**src/rtl/addr_decode_seq_if.sv**
```systemverilog
// Bus bundle between the SPI address register and the address decoder.
// The master drives chip select, address and strobes; the slave returns the decoded selection.
interface addr_decode_seq_if #(
  parameter int ADDR_W = 7,
  parameter int CH_W   = 3,
  parameter int REG_W  = 3
);
  logic              csb;
  logic [ADDR_W-1:0] addr;
  logic              addr_load;
  logic              incr;
  logic              busy;
  logic              sel_valid;
  logic              out_of_range;
  logic [CH_W-1:0]   ch_sel;
  logic [REG_W-1:0]  reg_sel;

  modport master (
    output csb, addr, addr_load, incr,
    input  busy, sel_valid, out_of_range, ch_sel, reg_sel
  );

  modport slave (
    input  csb, addr, addr_load, incr,
    output busy, sel_valid, out_of_range, ch_sel, reg_sel
  );
endinterface

```
**src/rtl/addr_decode_seq.sv**
```systemverilog
// Readout address to channel/register decoder using an iterative subtract divider with burst increment.
// Optional macro BURST_WRAP_EN: incr past the last register of the last channel wraps to channel 0, register 0.
module addr_decode_seq #(
  parameter int ADDR_W      = 7,
  parameter int BASE_ADDR   = 11,
  parameter int NUM_CH      = 8,
  parameter int REGS_PER_CH = 7,
  parameter int CH_W        = $clog2(NUM_CH),
  parameter int REG_W       = $clog2(REGS_PER_CH + 1)
) (
  input logic              sclk,
  input logic              rstn,
  addr_decode_seq_if.slave bus
);

  typedef enum logic [1:0] {IDLE, DIVIDE, VALID, INVALID} state_t;

  localparam logic [31:0]       BASE_WIDE  = 32'(BASE_ADDR);
  localparam logic [31:0]       LIMIT_WIDE = 32'(BASE_ADDR + NUM_CH * REGS_PER_CH);
  localparam logic [ADDR_W-1:0] REGS_STEP  = ADDR_W'(REGS_PER_CH);
  localparam logic [REG_W-1:0]  LAST_REG   = REG_W'(REGS_PER_CH - 1);
  localparam logic [CH_W-1:0]   LAST_CH    = CH_W'(NUM_CH - 1);
  localparam logic [REG_W-1:0]  REG_NONE   = '1;

  state_t            state_reg, state_next;
  logic [ADDR_W-1:0] rem_reg, rem_next;
  logic [CH_W-1:0]   ch_reg, ch_next;
  logic [REG_W-1:0]  rsel_reg, rsel_next;
  logic              busy_reg, busy_next;
  logic              valid_reg, valid_next;
  logic              oor_reg, oor_next;
  logic [31:0]       addr_wide;

  always_ff @(posedge sclk or negedge rstn) begin
    if (!rstn) begin
      state_reg <= IDLE;
      rem_reg   <= '0;
      ch_reg    <= '0;
      rsel_reg  <= REG_NONE;
      busy_reg  <= 1'b0;
      valid_reg <= 1'b0;
      oor_reg   <= 1'b0;
    end else begin
      state_reg <= state_next;
      rem_reg   <= rem_next;
      ch_reg    <= ch_next;
      rsel_reg  <= rsel_next;
      busy_reg  <= busy_next;
      valid_reg <= valid_next;
      oor_reg   <= oor_next;
    end
  end

  always_comb begin
    state_next = state_reg;
    rem_next   = rem_reg;
    ch_next    = ch_reg;
    rsel_next  = rsel_reg;
    busy_next  = busy_reg;
    valid_next = valid_reg;
    oor_next   = oor_reg;
    addr_wide  = 32'(bus.addr);

    // Deselect dominates everything: the SPI transaction is over.
    if (bus.csb) begin
      state_next = IDLE;
      rem_next   = '0;
      ch_next    = '0;
      rsel_next  = REG_NONE;
      busy_next  = 1'b0;
      valid_next = 1'b0;
      oor_next   = 1'b0;
    end else if (bus.addr_load) begin
      ch_next    = '0;
      rsel_next  = REG_NONE;
      valid_next = 1'b0;
      if (addr_wide < BASE_WIDE || addr_wide >= LIMIT_WIDE) begin
        state_next = INVALID;
        busy_next  = 1'b0;
        oor_next   = 1'b1;
      end else begin
        state_next = DIVIDE;
        rem_next   = ADDR_W'(addr_wide - BASE_WIDE);
        busy_next  = 1'b1;
        oor_next   = 1'b0;
      end
    end else begin
      case (state_reg)
        DIVIDE: begin
          // One subtraction per edge; the quotient accumulates directly in ch_sel.
          if (rem_reg >= REGS_STEP) begin
            rem_next = rem_reg - REGS_STEP;
            ch_next  = ch_reg + CH_W'(1);
          end else begin
            rsel_next  = rem_reg[REG_W-1:0];
            busy_next  = 1'b0;
            valid_next = 1'b1;
            state_next = VALID;
          end
        end
        VALID: begin
          if (bus.incr) begin
            if (rsel_reg < LAST_REG) begin
              rsel_next = rsel_reg + REG_W'(1);
            end else if (ch_reg < LAST_CH) begin
              rsel_next = '0;
              ch_next   = ch_reg + CH_W'(1);
            end else begin
`ifdef BURST_WRAP_EN
              rsel_next = '0;
              ch_next   = '0;
`else
              state_next = INVALID;
              rsel_next  = REG_NONE;
              valid_next = 1'b0;
              oor_next   = 1'b1;
`endif
            end
          end
        end
        default: ;
      endcase
    end
  end

  assign bus.busy         = busy_reg;
  assign bus.sel_valid    = valid_reg;
  assign bus.out_of_range = oor_reg;
  assign bus.ch_sel       = ch_reg;
  assign bus.reg_sel      = rsel_reg;

endmodule

```
**src/flat_wrapper.sv**
```systemverilog
// flat-port wrapper written by rule: the top's interface ports become plain ports
module addr_decode_seq_flat 
#(
  parameter int ADDR_W      = 7,
  parameter int BASE_ADDR   = 11,
  parameter int NUM_CH      = 8,
  parameter int REGS_PER_CH = 7,
  parameter int CH_W        = $clog2(NUM_CH),
  parameter int REG_W       = $clog2(REGS_PER_CH + 1)
)
  (sclk, rstn, bus_csb, bus_addr, bus_addr_load, bus_incr, bus_busy, bus_sel_valid, bus_out_of_range, bus_ch_sel, bus_reg_sel);
  addr_decode_seq_if #(.ADDR_W(ADDR_W), .CH_W(CH_W), .REG_W(REG_W)) bus_i ();
  input logic sclk;
  input logic rstn;
  input wire logic [$bits(bus_i.csb)-1:0] bus_csb;
  input wire logic [$bits(bus_i.addr)-1:0] bus_addr;
  input wire logic [$bits(bus_i.addr_load)-1:0] bus_addr_load;
  input wire logic [$bits(bus_i.incr)-1:0] bus_incr;
  output wire logic [$bits(bus_i.busy)-1:0] bus_busy;
  output wire logic [$bits(bus_i.sel_valid)-1:0] bus_sel_valid;
  output wire logic [$bits(bus_i.out_of_range)-1:0] bus_out_of_range;
  output wire logic [$bits(bus_i.ch_sel)-1:0] bus_ch_sel;
  output wire logic [$bits(bus_i.reg_sel)-1:0] bus_reg_sel;
  assign bus_i.csb = bus_csb;
  assign bus_i.addr = bus_addr;
  assign bus_i.addr_load = bus_addr_load;
  assign bus_i.incr = bus_incr;
  assign bus_busy = bus_i.busy;
  assign bus_sel_valid = bus_i.sel_valid;
  assign bus_out_of_range = bus_i.out_of_range;
  assign bus_ch_sel = bus_i.ch_sel;
  assign bus_reg_sel = bus_i.reg_sel;
  addr_decode_seq #(.ADDR_W(ADDR_W), .BASE_ADDR(BASE_ADDR), .NUM_CH(NUM_CH), .REGS_PER_CH(REGS_PER_CH), .CH_W(CH_W), .REG_W(REG_W)) u_core (.sclk(sclk), .rstn(rstn), .bus(bus_i));
endmodule
```
**config.mk**
```make
export PLATFORM = sky130hd
export DESIGN_NAME = addr_decode_seq_flat
export DESIGN_NICKNAME = d
export VERILOG_FILES = /design/src/rtl/addr_decode_seq_if.sv /design/src/rtl/addr_decode_seq.sv /design/src/flat_wrapper.sv
export SDC_FILE = /design/constraint.sdc
export NUM_CORES = 1
export LEC_CHECK = 0
export CELL_PAD_IN_SITES_DETAIL_PLACEMENT = 1
export CELL_PAD_IN_SITES_GLOBAL_PLACEMENT = 2
export CORE_MARGIN = 1
export CORE_UTILIZATION = 32
export DETAILED_ROUTE_END_ITERATION = 10
export PLACE_DENSITY_LB_ADDON = 0.1
export SLEW_MARGIN = 40
export SYNTH_ARGS = -nofsm -noshare
export SYNTH_HDL_FRONTEND = slang
export SYNTH_SLANG_ARGS = --single-unit
export TNS_END_PERCENT = 50
```
**constraint.sdc**
```tcl
create_clock -name sclk -period 2.13 [get_ports sclk]
set_input_delay 0.213 -clock sclk [delete_from_list [all_inputs] [get_ports sclk]]
set_output_delay 0.213 -clock sclk [all_outputs]
set_load 0.01 [all_outputs]
```
==> metrics.csv <==
stage;metric;value;unit
route;drt first pass iters;4;
floorplan;Initial Util;33.3;%
sta;clock skew;0.00438;ns
floorplan;Rows;23;
synthesis;Syn. warnings;0;
global_route;first-pass GRT wire length;6.26;mm
global_route;largest net degree at the start of global routing;20;
synthesis;Synth Instances;143;
synthesis;area share of the largest cell type after synthesis;28.2;%
route;DRC;0;
cells_and_area;fraction of layout cells with a size suffix above 1;18.9;%
worst_setup_path;CP max-delay cell;dfrtp_1;
worst_setup_path;critical path class;register to register;
worst_setup_path;Worst Setup End Kind;register;
floorplan;die height;66.5;µm
synthesis;Synth Cell Area;0.00133;mm²
cells_and_area;max reg flops;7;
global_route;initial antenna violation count;0;
sta;Slew headroom;73.4;%
route;drt total wl;3.90;mm
sta;Fin Setup TNS;0;ns
run;max-cap viol count;0;
clocking;clk sinks;18;
floorplan;core region area;0.00400;mm²
synthesis;Main synth FF type;dfrtp_1;
clocking;CTS tree;yes;
global_route;vias in the first global route;1216;
place;PortBufs;20;
worst_setup_path;Worst EP arrival;2.12;ns
sta;Max Freq;0.508;GHz
clocking;TritonCTS Buffers;3;
run_status;status;complete, no violations;
worst_setup_path;CP max FO;5;
worst_setup_path;reg-to-reg slack, setup;0.16;ns
cells_and_area;Area Overhead vs Synth;28.8;%
hold_path;worst hold-check path type;input port to asynchronous set/reset pin;
floorplan;total die area;0.00442;mm²
sta;final setup fails;0;
sta;Final Hold Viols;0;
worst_setup_path;slowest stage delay, CP;0.39;ns
sta;Tcrit/Tclk final;92.4;%
synthesis;FF+latch count, synth;18;
floorplan;die width;66.5;µm
global_route;total track usage;19.4;%
clocking;Worst-path clk slew;0.08;ns
clocking;Post-CTS Setup Bufs;0;
route;ANT nets after route;0;
sta;Worst Tran Pin Value;0.399;ns
cells_and_area;Antenna diodes;0;
route;initial drt markers;38;
worst_setup_path;Req. time, crit path;2.28;ns
worst_setup_path;crit start category;register;
clocking;Root Driver;clkbuf_8;
synthesis;cell accounting for the most synthesized area;dfrtp_1;
synthesis;Syn Nets;161;
sta;Max Slew Vio Count;0;
sta;hold slack;0.287;ns
place;DPL Wire Length;3.01;mm
synthesis;synth cell count leaders;dfrtp_1 (15), nor2_1 (15), a21oi_1 (9), a211oi_1 (8), nand2_1 (8);
clocking;CTS resizes;0;
sta;unrepaired setup endpoints after global routing;no;
cells_and_area;nets;194;
power_and_ir_drop;leakage power;0.728;nW
synthesis;syn_area_per_cell;9.31;µm²
clocking;Skew-Pair Late Insertion Delay;0.26;ns
synthesis;Synth area leaders;dfrtp_1 (28%), dfstp_2 (5.9%), ha_1 (5.6%);
floorplan;IO Pins;21;
clocking;# hold bufs at CTS;0;
clocking;H-tree lvl count;1;
power_and_ir_drop;areal power density over the cells;592;mW/mm²
synthesis;sequential area share after synthesis;34.1;%
power_and_ir_drop;Worst VDD drop;208;µV
route;drt wl/cell;17.3;µm
worst_setup_path;worst-path cell chain;ha_1 > a211oi_2 > a21boi_2 > mux2i_1 > mux2_2;
sta;clock period minus worst slack;1.97;ns
route;Via Count;1211;
synthesis;Post-synth EDFFs;0;
route;vias per cell;5.38;
global_route;total gr overflow;0;
clocking;Bufs on Longest Clock Path;2;
place;routability cong.;0.893;
synthesis;post-synthesis cell type count;44;
synthesis;Post-synth ARST share;100;%
## through the flow
step	total power [mW]	setup slack, ns	cell area [µm²]	utilization, %	std cells
floorplan	0.608	0.224	1330	-	143
global placement	0.747	0.141	1670	41.7	221
detailed placement	0.758	-0.0903	1670	41.7	221
CTS	1.02	0.143	1710	42.9	225
global route	1.06	0.0224	1710	42.9	225
finish	1.01	0.162	1710	42.9	225
## final timing paths
| path | from | endpoint | depth (start not counted) |
|---|---|---|---|
| hold / removal | rstn | u_core.state_reg[1] | 2 |
| min in group sclk | u_core.bus.reg_sel[0] | u_core.bus.reg_sel[0] | 2 |
| setup reg to reg | u_core.rem_reg[0] | u_core.rem_reg[1] | 5 |
| setup / recovery | u_core.rem_reg[0] | u_core.rem_reg[1] | 5 |
| hold reg to reg | u_core.bus.reg_sel[0] | u_core.bus.reg_sel[0] | 2 |
| max in group asynchronous | rstn | u_core.bus.reg_sel[1] | 2 |
## cell usage in the layout, fill, tap and decap left out, drive strengths merged, types with 3 or more instances in the layout
cell type	Yosys	final
clkdlybuf4s50	0	20
nor2	16	16
dfrtp	15	15
buf	2	14
a21oi	9	9
nand2	9	9
a211oi	9	9
mux2i	6	6
o21ai	6	6
ha	6	6
inv	5	5
xnor2	5	5
xor2	5	5
nand3	5	5
mux2	5	5
clkbuf	4	4
and3	3	3
nor2b	3	3
dfstp	3	3
a21boi	3	3
## worst max-delay path: cells and delay by family, from the launching register on
kind	cells	cell delay, ns
fa+ha+maj	1	0.27
compound gates	2	0.53
flops	1	0.39
mux	2	0.67
## cell families after synthesis
kind of cell	Yosys count	share of synthesized area, %
AO/OA/AOI/OAI	40	23.0
XOR/XNOR	10	6.58
adder cells (fa/ha/maj)	6	5.64
buffers and inverters	11	3.66
flip-flops	18	34.1
multiplexers	11	9.02
AND/OR/NAND/NOR	47	18.0
## where the power goes
| part | switching (mW) | internal, mW |
|---|---|---|
| combinational | 0.169 | 0.168 |
| sequential | 0.0386 | 0.374 |
| clock | 0.132 | 0.133 |
## layer usage
layer / wire [µm] / GRT usage [%] / part of all wire [%] / vias up
li1: - / - / - / 596
met4: 25 / 5.59 / 0.64 / 0
met5: 0 / 0 / 0 / -
met2: 1980 / 34.3 / 51 / 14
met1: 1800 / 24.6 / 46 / 599
met3: 82 / 2.05 / 2.1 / 2
## layout make-up
type / count / area [µm²]
Timing Repair Buffer: 34 / 305
Inverter: 5 / 18.8
Sequential cell: 18 / 454
Multi-Input combinational cell: 114 / 828
Tap cell: 50 / 62.6
Clock buffer: 4 / 45.0
Fill cell: 472 / 2290
Note: power is estimated with default switching activity, not from simulation.
